$ cat src/rtl/trace_pkg.sv
// Shared types for the retirement trace stream: record kinds, the packed
// trace record and the commit-side FSM states.
package trace_pkg;

  typedef enum logic [1:0] {
    RETIRE = 2'd0,
    REG    = 2'd1,
    MEM    = 2'd2,
    HLT    = 2'd3
  } trace_kind_t;

  typedef struct packed {
    logic [15:0] seq;
    trace_kind_t kind;
    logic [15:0] pc;
    logic [15:0] addr;
    logic [15:0] data;
  } trace_rec_t;

  typedef enum logic [1:0] {
    RUN   = 2'd0,
    DRAIN = 2'd1,
    DONE  = 2'd2
  } trace_state_t;

endpackage

$ cat src/rtl/trace_fifo.sv
// Synchronous FIFO of trace records. The caller decides acceptance; push and
// pop are taken as-is. The head entry is read combinationally.
module trace_fifo
  import trace_pkg::*;
#(
  parameter int DEPTH = 8
) (
  input  logic                     clk,
  input  logic                     rst_n,
  input  logic                     push,
  input  logic                     pop,
  input  trace_rec_t               wr_rec,
  output trace_rec_t               rd_rec,
  output logic [$clog2(DEPTH):0]   count,
  output logic                     full,
  output logic                     empty
);

  localparam int AW = $clog2(DEPTH);
  localparam int CW = AW + 1;

  trace_rec_t       mem [DEPTH];
  logic [AW-1:0]    wr_ptr;
  logic [AW-1:0]    rd_ptr;

  // Storage needs no reset: entries are only observed once count covers them.
  always_ff @(posedge clk) begin
    if (push) mem[wr_ptr] <= wr_rec;
  end

  always_ff @(posedge clk) begin
    if (!rst_n) begin
      wr_ptr <= '0;
      rd_ptr <= '0;
      count  <= '0;
    end else begin
      if (push) wr_ptr <= wr_ptr + 1'b1;
      if (pop)  rd_ptr <= rd_ptr + 1'b1;
      case ({push, pop})
        2'b10:   count <= count + 1'b1;
        2'b01:   count <= count - 1'b1;
        default: count <= count;
      endcase
    end
  end

  assign rd_rec = mem[rd_ptr];
  assign full   = (count == CW'(DEPTH));
  assign empty  = (count == '0);

endmodule

$ cat src/rtl/commit_trace_unit.sv
// Commit-side trace writer: packs each retirement into a record, buffers it
// and streams it out. Build option TRACE_FILTER_NOP_EN drops RETIRE records.
module commit_trace_unit
  import trace_pkg::*;
#(
  parameter int DEPTH        = 8,
  parameter int STALL_MARGIN = 2
) (
  input  logic        clk,
  input  logic        rst_n,
  input  logic        ret_valid,
  input  logic [15:0] ret_pc,
  input  logic        ret_regwrite,
  input  logic [3:0]  ret_rd,
  input  logic [15:0] ret_wdata,
  input  logic        ret_memwrite,
  input  logic [15:0] ret_maddr,
  input  logic [15:0] ret_mdata,
  input  logic        ret_hlt,
  output logic        stall_req,
  output logic        trace_valid,
  input  logic        trace_ready,
  output logic [15:0] trace_seq,
  output logic [1:0]  trace_kind,
  output logic [15:0] trace_pc,
  output logic [15:0] trace_addr,
  output logic [15:0] trace_data,
  output logic        overflow,
  output logic        drained
);

  localparam int CW = $clog2(DEPTH) + 1;

  // Stream handshake: a record transfers on a posedge where trace_valid and
  // trace_ready are both high; the head stays stable until then.

  trace_state_t   state;
  logic [15:0]    seq;
  logic           hlt_queued;
  trace_rec_t     rec;
  trace_rec_t     head;
  logic [CW-1:0]  count;
  logic           full;
  logic           empty;
  logic           want;
  logic           push;
  logic           pop;
  logic           drop;

  always_comb begin
    rec      = '0;
    rec.seq  = seq;
    rec.pc   = ret_pc;
    rec.kind = RETIRE;
    if (ret_hlt) begin
      rec.kind = HLT;
    end else if (ret_memwrite) begin
      rec.kind = MEM;
      rec.addr = ret_maddr;
      rec.data = ret_mdata;
    end else if (ret_regwrite) begin
      rec.kind = REG;
      rec.addr = {12'b0, ret_rd};
      rec.data = ret_wdata;
    end
  end

`ifdef TRACE_FILTER_NOP_EN
  assign want = ret_valid && (state == RUN) && (rec.kind != RETIRE);
`else
  assign want = ret_valid && (state == RUN);
`endif

  assign trace_valid = !empty && (state != DONE);
  assign pop         = trace_valid && trace_ready;
  assign push        = want && (!full || pop);
  assign drop        = want && full && !pop;

  trace_fifo #(.DEPTH(DEPTH)) u_fifo (
    .clk    (clk),
    .rst_n  (rst_n),
    .push   (push),
    .pop    (pop),
    .wr_rec (rec),
    .rd_rec (head),
    .count  (count),
    .full   (full),
    .empty  (empty)
  );

  always_ff @(posedge clk) begin
    if (!rst_n) begin
      state      <= RUN;
      seq        <= '0;
      overflow   <= 1'b0;
      hlt_queued <= 1'b0;
    end else begin
      if (push) seq <= seq + 16'd1;
      if (drop) overflow <= 1'b1;
      case (state)
        RUN: begin
          if (want && rec.kind == HLT) begin
            state      <= DRAIN;
            hlt_queued <= push;
          end
        end
        // A dropped HLT never pops, so fall back to waiting for empty.
        DRAIN: begin
          if ((hlt_queued && pop && head.kind == HLT) || (!hlt_queued && empty))
            state <= DONE;
        end
        default: state <= DONE;
      endcase
    end
  end

  assign drained    = (state == DONE);
  assign stall_req  = (CW'(DEPTH) - count) <= CW'(STALL_MARGIN);
  assign trace_seq  = trace_valid ? head.seq  : 16'd0;
  assign trace_kind = trace_valid ? head.kind : 2'd0;
  assign trace_pc   = trace_valid ? head.pc   : 16'd0;
  assign trace_addr = trace_valid ? head.addr : 16'd0;
  assign trace_data = trace_valid ? head.data : 16'd0;

endmodule

$ cat config.mk
export PLATFORM = sky130hd
export DESIGN_NAME = commit_trace_unit
export DESIGN_NICKNAME = d
export VERILOG_FILES = /design/src/rtl/trace_pkg.sv /design/src/rtl/trace_fifo.sv /design/src/rtl/commit_trace_unit.sv
export SDC_FILE = /design/constraint.sdc
export NUM_CORES = 1
export LEC_CHECK = 0
export CORE_MARGIN = 2
export CORE_UTILIZATION = 55
export CTS_BUF_LIST = sky130_fd_sc_hd__clkbuf_8
export CTS_CLUSTER_SIZE = 12
export DETAILED_ROUTE_END_ITERATION = 8
export GPL_TIMING_DRIVEN = 0
export PLACE_DENSITY = 0.75
export SLEW_MARGIN = 20
export SYNTH_ARGS = -nofsm -noshare
export SYNTH_HDL_FRONTEND = slang
export SYNTH_SLANG_ARGS = --single-unit
$ cat constraint.sdc
create_clock -name clk -period 13.3 [get_ports clk]
set_clock_uncertainty 0.05 [all_clocks]
set_input_delay 3.99 -clock clk [delete_from_list [all_inputs] [get_ports clk]]
set_output_delay 3.99 -clock clk [all_outputs]
set_load 0.05 [all_outputs]
==> impl_metrics.py, run 1 <==
metrics = {
    "pwr": {
        "power_uw": 5210,
        "power_leakage_uw": 0.00866,
        "peakVddDrop_mv": 0.164,
        "power_density_nw_per_um2": 197,
    },
    "cts": {
        "clock_sinks": 561,
        "clk_latency_ns": 0.63,
        "cts_resized": 0,
        "cts_hold_buf": 0,
        "cts_buffers": 85,
        "postCtsSetupRepairBufs": 0,
        "cts_buffer_depth": 3,
        "clkTransAtPathRegs_ns": 0.07,
        "cts-root-buf": "clkbuf_8",
        "htreeDepth": 3,
        "cts_tree": "done",
    },
    "route": {
        "drc_errors": 0,
        "vias_per_cell": 5.84,
        "totalWireLength_mm": 46.9,
        "ant_nets": 0,
        "via_count": 11600,
        "firstDrtPassIters": 5,
        "drtIter0Drc": 1236,
        "detail_route.wl_per_cell_um": 23.5,
    },
    "run_status": {
        "status": "finished, final reports clean",
    },
    "synth": {
        "synth_warnings": 0,
        "synth_edf_count": 528,
        "synth_common_cells": "edfxtp_1, mux4_2, mux2i_1",
        "yosys.cell_count.top_type": "edfxtp_1",
        "synthesis.area_um2": 22100,
        "yosysTopAreaCell": "edfxtp_1",
        "synthArstFlopShare": 0,
        "synth_fp_nets": 1172,
        "synth_cell_type_count": 52,
        "synth_seq_cells": 561,
        "ys.flop_type": "edfxtp_1",
        "ys_top_cells_by_area": "edfxtp_1, mux4_2, mux2i_1",
        "ys_seq_area_frac": 0.747,
        "synthCells": 1091,
        "synth_top_cell_area_share": 0.717,
        "syn_avg_cell_area_um2": 20.3,
    },
    "setup_path": {
        "cp_max_fo": 10,
        "critPathLaunchType": "register",
        "crit_type": "reg -> out",
        "worstPathRequired_ns": 9.26,
        "worst-r2r-cell-count": 11,
        "reg2reg_from": "u_fifo.count[1]",
        "r2r_setup_slack_ns": 9.77,
        "r2r-end": "u_fifo.mem[2][26]",
        "endpoint_kind": "output port",
        "cp.arrival_ns": 3.76,
    },
    "global_route": {
        "antenna_found_initial": 1,
        "grt_pass1_vias": 12000,
        "track_usage": 0.231,
        "grt_max_degree": 21,
        "grt.overflow.total": 0,
        "grt_pass1_wl_mm": 71.1,
    },
    "flow_run": {
        "drv_cap": 0,
    },
    "cells_and_area": {
        "n_fill_cell": 2595,
        "final_util": 0.667,
        "multiInputGateArea_um2": 5250,
        "antenna_cells": 0,
        "num-nets-final": 1481,
        "drive_above_1_share": 0.258,
        "area_growth_pct": 19.8,
        "seq_area_um2": 16500,
    },
    "placed_design": {
        "port-buffer-count": 142,
        "dp_hpwl_mm": 31.7,
        "place_congestion": 0.744,
    },
    "floorplan": {
        "die_h_um": 204,
        "fp.dieW_um": 204,
        "start_util": 0.556,
        "num_io_pins": 145,
        "coreArea_um2": 39700,
        "die_area_um2": 41800,
        "num_rows": 73,
    },
    "timing": {
        "max_freq_mhz": 128,
        "final.setup.tns_ns": 0,
        "tightestPinTransition_ns": 1.03,
        "rsz0062_at_grt": "false",
        "finalSetupViolCount": 0,
        "finalCritPeriodShare": 0.587,
        "drv_slew": 0,
        "finalHoldViolCount": 0,
        "max_slew_margin": 0.311,
        "fin_crit_ns": 7.80,
    },
    "worst_hold_path": {
        "holdCritStartpoint": "overflow",
        "min_path_type": "reg -> reg",
        "hold_depth": 2,
        "hold_end": "overflow",
    },
}
-- registers in the layout (all words and copies together), names as in the netlist, named ones only --
register and cells:
hlt_queued 1, overflow 1, seq 16, u_fifo.count 4, u_fifo.wr_ptr 3, u_fifo.rd_ptr 3, u_fifo.mem 528, state 2
-- routing by layer --
| layer | vias to the layer above | share of wire | GRT usage |
|---|---|---|---|
| li1 | 5086 | - | - |
| met3 | 68 | 0.077 | 0.0512 |
| met2 | 488 | 0.48 | 0.362 |
| met5 | - | 0 | 0 |
| met1 | 5989 | 0.43 | 0.335 |
| met4 | 0 | 0.015 | 0.0608 |
-- cells by family after synthesis --
| kind of cell | count (synthesis) | synth area share |
|---|---|---|
| buffers and inverters | 72 | 0.0176 |
| and+or+nand+nor | 181 | 0.0408 |
| xor gates and xnor gates | 5 | 0.00198 |
| DFF | 561 | 0.747 |
| AOI/OAI and AO/OA | 52 | 0.0186 |
| muxes | 214 | 0.171 |
| adders and majority gates | 6 | 0.00340 |
-- worst max-delay path by stage --
stage / endpoint / slack (ns) / cells past startpoint
final: trace_seq[2] / 5.50 / 7
after global routing: trace_seq[2] / 5.37 / 7
after CTS: trace_seq[15] / 5.49 / 7
after detailed placement: trace_seq[4] / 6.18 / 7
after global placement: u_fifo.mem[2][24] / -5.77 / 5
after floorplan: u_fifo.mem[2][0] / 1.04 / 5
-- critical path, cell delays in order (launching register included) --
cell	delay, ns
dfxtp_1	0.30
buf_2	0.27
clkbuf_1	0.58
buf_2	0.45
mux4_2	0.27
mux2i_1	0.10
nor2_1	0.29
clkdlybuf4s50_1	0.87
-- where the power goes --
part | switching (uW) | total (uW) | internal, uW | leakage [uW]
sequential | 36.9 | 2070 | 2040 | 0.00510
combinational | 1100 | 1800 | 702 | 0.00262
clock | 634 | 1330 | 700 | 0.000934
-- cells in the final DEF, fill, tap and decap left out, drive strengths merged, types with 25 or more instances in the layout --
master / Yosys / layout
edfxtp: 528 / 528
clkbuf: 19 / 115
inv: 12 / 41
clkinv: 0 / 25
nor2: 77 / 77
buf: 41 / 121
mux4: 130 / 130
dfxtp: 33 / 33
mux2i: 83 / 83
nand2: 30 / 30
clkdlybuf4s50: 0 / 142
-- final cells by class --
type / count / share of cell area
Timing Repair Buffer: 222 / 0.0777
Buffer: 60 / 0.0130
Clock buffer: 96 / 0.0499
Inverter: 12 / 0.00170
Tap cell: 525 / 0.0248
Clock inverter: 58 / 0.0113
Multi-Input combinational cell: 458 / 0.198
Sequential cell: 561 / 0.624
-- through the flow --
stage / cell area [um^2] / hold WS, ns / instances / worst slack [ns]
finish: 26500 / 0.445 / 1992 / 5.50
detailed placement: 24900 / 0.414 / 1838 / 6.18
CTS: 26500 / 0.446 / 1992 / 5.49
global placement: 24200 / 0.421 / 1758 / -5.77
floorplan: 22100 / 0.435 / 1091 / 1.04
global route: 26500 / 0.460 / 1992 / 5.37
(Power assumes the default switching activity.)
==> inputs of run 2 (changes only) <==
==> constraint.sdc (replaced) <==
create_clock -name clk -period 8.1 [get_ports clk]
set_clock_uncertainty 0.05 [all_clocks]
set_input_delay 2.43 -clock clk [delete_from_list [all_inputs] [get_ports clk]]
set_output_delay 2.43 -clock clk [all_outputs]
set_load 0.05 [all_outputs]
==> run 2 against run 1 <==
Global-route usage about the same. Total power up 64%. Via count about the same. Final cell count down 0.50%. Register-to-register slack worse by 5.2 ns. Die area unchanged. Sequential power up 65%. Routed wire length up 0.47%. First-iteration DRC count down 5.6%. Largest power group unchanged.
==> impl_metrics.py, run 2 (same netlist as run 1, synthesis figures left out) <==
metrics = {
    "run_status": {
        "status": "finished, final reports clean",
    },
    "global_route": {
        "track_usage": 0.232,
        "grt_pass1_wl_mm": 71.0,
        "grt.overflow.total": 0,
        "met3_usage": 0.0507,
        "use_met1": 0.326,
        "globalRouteMet2Util": 0.371,
        "busiest_layer": "met2",
        "grt_max_degree": 22,
        "antenna_found_initial": 0,
        "grt_pass1_vias": 11800,
    },
    "setup_path": {
        "cp_max_fo": 10,
        "cp_common_cell": "buf_2",
        "r2r_setup_slack_ns": 4.59,
        "endpoint_kind": "output port",
        "cp_slowest_stage_delay_ns": 0.87,
        "critPathLaunchType": "register",
        "worst-r2r-cell-count": 10,
        "reg2reg_from": "u_fifo.count[1]",
        "cp_cell_sequence": "buf_2 -> clkbuf_1 -> buf_2 -> mux4_2 -> mux2i_1 -> nor2_1 -> clkdlybuf4s50_1",
        "crit_type": "reg -> out",
        "crit_family": "buffers and inverters",
        "worstSetupPathDepth": 7,
        "worstPathRequired_ns": 5.62,
        "crit_end": "trace_seq[0]",
        "crit_slowest_cell": "clkdlybuf4s50_1",
        "cp.arrival_ns": 3.71,
        "r2r-end": "u_fifo.mem[6][29]",
        "cp.buffers_inverters": 4,
    },
    "floorplan": {
        "die_h_um": 204,
        "num_io_pins": 145,
        "die_area_um2": 41800,
        "start_util": 0.556,
        "num_rows": 73,
        "fp.dieW_um": 204,
        "coreArea_um2": 39700,
    },
    "route": {
        "via_count": 11600,
        "firstDrtPassIters": 5,
        "detail_route.wl_per_cell_um": 23.8,
        "totalWireLength_mm": 47.1,
        "drtIter0Drc": 1167,
        "vias_per_cell": 5.87,
        "drc_errors": 0,
        "ant_nets": 0,
    },
    "pwr": {
        "power_switching_share": 0.340,
        "power_uw": 8560,
        "peakVddDrop_mv": 0.279,
        "p_int_uw": 5650,
        "seqPwrFrac": 0.398,
        "power_leakage_uw": 0.00861,
        "power_density_nw_per_um2": 323,
        "comb_power_share": 0.346,
        "pwr-share-clk": 0.256,
        "power_switching_uw": 2910,
    },
    "cells_and_area": {
        "seq_area_um2": 16500,
        "drive_above_1_share": 0.248,
        "mostFrequentLayoutCells": "edfxtp_1, clkdlybuf4s50_1, mux4_2",
        "n_fill_cell": 2519,
        "fin_area_um2": 26500,
        "largest_register_ffs": 528,
        "fin_cells": 1982,
        "num-nets-final": 1470,
        "antenna_cells": 0,
        "regMostFlops": "u_fifo.mem",
        "final_common_cell": "edfxtp_1",
        "multiInputGateArea_um2": 5260,
        "area_growth_pct": 20.1,
        "reg.largest.list": "u_fifo.mem (528), seq (16), u_fifo.count (4)",
    },
    "timing": {
        "finalCritPeriodShare": 0.764,
        "drv_slew": 0,
        "finalSetupViolCount": 0,
        "fin_crit_ns": 6.19,
        "finalHoldViolCount": 0,
        "rsz0062_at_grt": "false",
        "max_slew_margin": 0.298,
        "max_freq_mhz": 162,
        "tightestPinTransition_ns": 1.05,
    },
    "cts": {
        "cts_tree": "done",
        "cts_buffer_depth": 3,
        "htreeDepth": 3,
        "clkTransAtPathRegs_ns": 0.07,
        "clock_sinks": 561,
        "postCtsSetupRepairBufs": 0,
        "cts_buffers": 86,
        "cts_hold_buf": 0,
        "cts_resized": 0,
        "clk_latency_ns": 0.63,
        "cts-root-buf": "clkbuf_8",
    },
    "placed_design": {
        "dp_hpwl_mm": 31.8,
        "place_congestion": 0.742,
        "placedCellCount": 1826,
        "place_area_um2": 24900,
        "port-buffer-count": 142,
    },
    "worst_hold_path": {
        "min_path_type": "reg -> reg",
    },
    "flow_run": {
        "drv_cap": 0,
    },
}
-- run 2: worst min-delay path by stage --
stage,startpoint,end,slack [ns],cells past startpoint
3_3_place_gp,overflow,overflow,0.41,2
4_1_cts,overflow,overflow,0.43,2
2_1_floorplan,u_fifo.rd_ptr[2],register,0.43,2
3_5_place_dp,overflow,overflow,0.42,2
5_1_grt,overflow,overflow,0.47,2
6_report,overflow,overflow,0.42,2
-- run 2: worst min-delay path, stage by stage (launching register included) --
cell	delay, ns
dfxtp_1	0.32
a21oi_1	0.04
nor2_1	0.08
-- run 2: metrics by stage --
step	setup TNS (ns)	utilization	setup WS, ns	hold slack, ns
finish	0	0.668	1.91	0.424
CTS	0	0.668	1.89	0.430
floorplan	-136.44	-	-0.666	0.435
global placement	-2312.88	0.609	-5.90	0.410
global route	0	0.668	1.84	0.474
detailed placement	0	0.627	2.59	0.416
-- run 2: layer usage --
metal	up-vias	wire length [um]
met4	0	762
met5	-	0
met2	459	23200
met3	71	3420
li1	5069	-
met1	6041	19800
-- run 2: cell type report --
class / instances / share of cell area
inverter: 12 / 0.00170
clock inverter: 60 / 0.0114
sequential: 561 / 0.622
buffer: 60 / 0.0130
multi-input combinational: 458 / 0.198
timing repair buffer: 210 / 0.0789
clock buffer: 96 / 0.0498
tap: 525 / 0.0248
-- run 2: power groups by stage --
stage                     clock network (uW)  registers [uW]  logic (uW)
after floorplan                            0            3460        2050
after global placement                     0            3490        2920
after detailed placement                   0            3460        3000
after CTS                               2230            3410        3010
after global routing                    2350            3420        3140
final                                   2190            3410        2970
==> inputs of run 3 (changes only) <==
--- a/config.mk
+++ b/config.mk
@@ -11,7 +11,7 @@
 export CTS_CLUSTER_SIZE = 12
 export DETAILED_ROUTE_END_ITERATION = 8
 export GPL_TIMING_DRIVEN = 0
-export PLACE_DENSITY = 0.75
+export PLACE_DENSITY = 0.78
 export SLEW_MARGIN = 20
 export SYNTH_ARGS = -nofsm -noshare
 export SYNTH_HDL_FRONTEND = slang
==> constraint.sdc (replaced) <==
create_clock -name clk -period 5.45 [get_ports clk]
set_clock_uncertainty 0.05 [all_clocks]
set_input_delay 1.635 -clock clk [delete_from_list [all_inputs] [get_ports clk]]
set_output_delay 1.635 -clock clk [all_outputs]
set_load 0.05 [all_outputs]
==> run 3 against run 2 <==
Worst setup slack worse by 1.7 ns. Clock power is 37% higher. Critical path type unchanged. First-iteration DRC count is 2.9% higher. Worst hold slack better by 0.013 ns. Non-clock buffer count is 19 lower. Design area is 0.48% lower. Die area stayed put. Flip-flop and latch count stayed put. Sequential share of layout area is 0.30 points higher. Final cell count is 1.3% lower. Clock-buffer cell count is 8 lower. Routed wire length is 0.13% higher.
==> impl_metrics.py, run 3 (same netlist as run 1, synthesis figures left out) <==
metrics = {
    "placed_design": {
        "port-buffer-count": 142,
        "place_area_um2": 25000,
        "place_congestion": 0.759,
        "dp_worst_setup_slack_ns": 0.715,
        "dp_hpwl_mm": 31.5,
    },
    "cells_and_area": {
        "mostFrequentLayoutCells": "edfxtp_1, clkdlybuf4s50_1, mux4_2",
        "final_common_cell": "edfxtp_1",
        "final_util": 0.665,
        "num-nets-final": 1449,
        "seq_area_um2": 16500,
        "multiInputGateArea_um2": 5290,
        "antenna_cells": 0,
        "regMostFlops": "u_fifo.mem",
        "reg.largest.list": "u_fifo.mem (528), seq (16), u_fifo.count (4)",
        "largest_register_ffs": 528,
        "fin_area_um2": 26400,
        "n_fill_cell": 2536,
        "area_growth_pct": 19.5,
        "drive_above_1_share": 0.233,
    },
    "floorplan": {
        "die_h_um": 204,
        "num_io_pins": 145,
        "num_rows": 73,
        "die_area_um2": 41800,
        "fp.dieW_um": 204,
        "coreArea_um2": 39700,
        "start_util": 0.556,
    },
    "pwr": {
        "power_switching_share": 0.343,
        "seqPwrFrac": 0.407,
        "p_int_uw": 8170,
        "pwr-share-clk": 0.240,
        "power_switching_uw": 4270,
        "comb_power_share": 0.353,
        "power_density_nw_per_um2": 471,
        "peakVddDrop_mv": 0.302,
        "power_leakage_uw": 0.00850,
    },
    "timing": {
        "rsz0062_at_grt": "false",
        "max_freq_mhz": 192,
        "finalHoldViolCount": 0,
        "fin_crit_ns": 5.20,
        "finalSetupViolCount": 0,
        "holdWs_ns": 0.437,
        "finalCritPeriodShare": 0.955,
        "max_slew_margin": 0.330,
        "drv_slew": 0,
        "setup_slack_ns": 0.245,
        "tightestPinTransition_ns": 1.00,
    },
    "flow_run": {
        "drv_cap": 0,
    },
    "route": {
        "totalWireLength_mm": 47.2,
        "detail_route.wl_per_cell_um": 24.1,
        "vias_per_cell": 5.94,
        "ant_nets": 0,
        "drc_errors": 0,
        "firstDrtPassIters": 5,
        "via_count": 11600,
        "drtIter0Drc": 1201,
    },
    "setup_path": {
        "worstPathRequired_ns": 3.76,
        "cp_max_fo": 10,
        "endpoint_kind": "output port",
        "crit_type": "reg -> out",
        "critPathLaunchType": "register",
        "cp.arrival_ns": 3.52,
    },
    "cts": {
        "cts-root-buf": "clkbuf_8",
        "htreeDepth": 3,
        "cts_resized": 0,
        "clkTransAtPathRegs_ns": 0.06,
        "cts_tree": "done",
        "cts_buffer_depth": 3,
        "clock_sinks": 561,
        "clk_latency_ns": 0.61,
        "postCtsSetupRepairBufs": 0,
        "cts_hold_buf": 0,
        "cts_buffers": 84,
    },
    "global_route": {
        "track_usage": 0.233,
        "grt_max_degree": 20,
        "grt_pass1_vias": 12000,
        "antenna_found_initial": 1,
        "grt.overflow.total": 0,
        "grt_pass1_wl_mm": 71.4,
    },
    "run_status": {
        "status": "finished, final reports clean",
    },
    "worst_hold_path": {
        "min_path_type": "reg -> reg",
    },
}
[run 3: area by class of cell]
class,instances,area share
plain buffers,59,0.0129
clock buffers,88,0.0459
clock inverters,62,0.00952
inverters,12,0.00171
multi-input cells,458,0.200
flip-flops and latches,561,0.625
well taps,525,0.0249
repair buffers,192,0.0795
[run 3: worst paths after layout]
kind | from | to | slack (ns) | cells past startpoint
setup reg to reg | u_fifo.count[1] | u_fifo.mem[6][26] | 2.15 | 9
setup / recovery | register | trace_seq[2] | 0.25 | 6
hold reg to reg | overflow | overflow | 0.44 | 2
hold / removal | overflow | overflow | 0.44 | 2
[run 3: critical path: stages (launching register included)]
cell	delay [ns]
dfxtp_1	0.31
buf_2	0.20
clkbuf_1	0.59
buf_2	0.50
mux2i_1	0.15
nor2_1	0.29
clkdlybuf4s50_1	0.87
[run 3: power by group through the flow]
stage | Sequential (uW) | Clock [uW] | Combinational [uW]
2_1_floorplan | 5130 | 0 | 3050
3_3_place_gp | 5160 | 0 | 4330
3_5_place_dp | 5150 | 0 | 4430
4_1_cts | 5060 | 3040 | 4450
5_1_grt | 5080 | 3220 | 4650
6_report | 5070 | 2990 | 4390
[run 3: metrics by stage]
stage	power, uW	setup TNS, ns	cells
floorplan	8180	-49.16	1091
global placement	9490	-1333.27	1758
detailed placement	9590	0	1808
CTS	12600	0	1958
global route	13000	0	1957
finish	12400	0	1957
[run 3: layer usage]
metal  part of all wire  up-vias  track usage
met5            0.00028        -            0
met4              0.017        2       0.0624
met3              0.075       77       0.0429
met2               0.49      532        0.366
met1               0.42     5999        0.340
li1                   -     5014            -
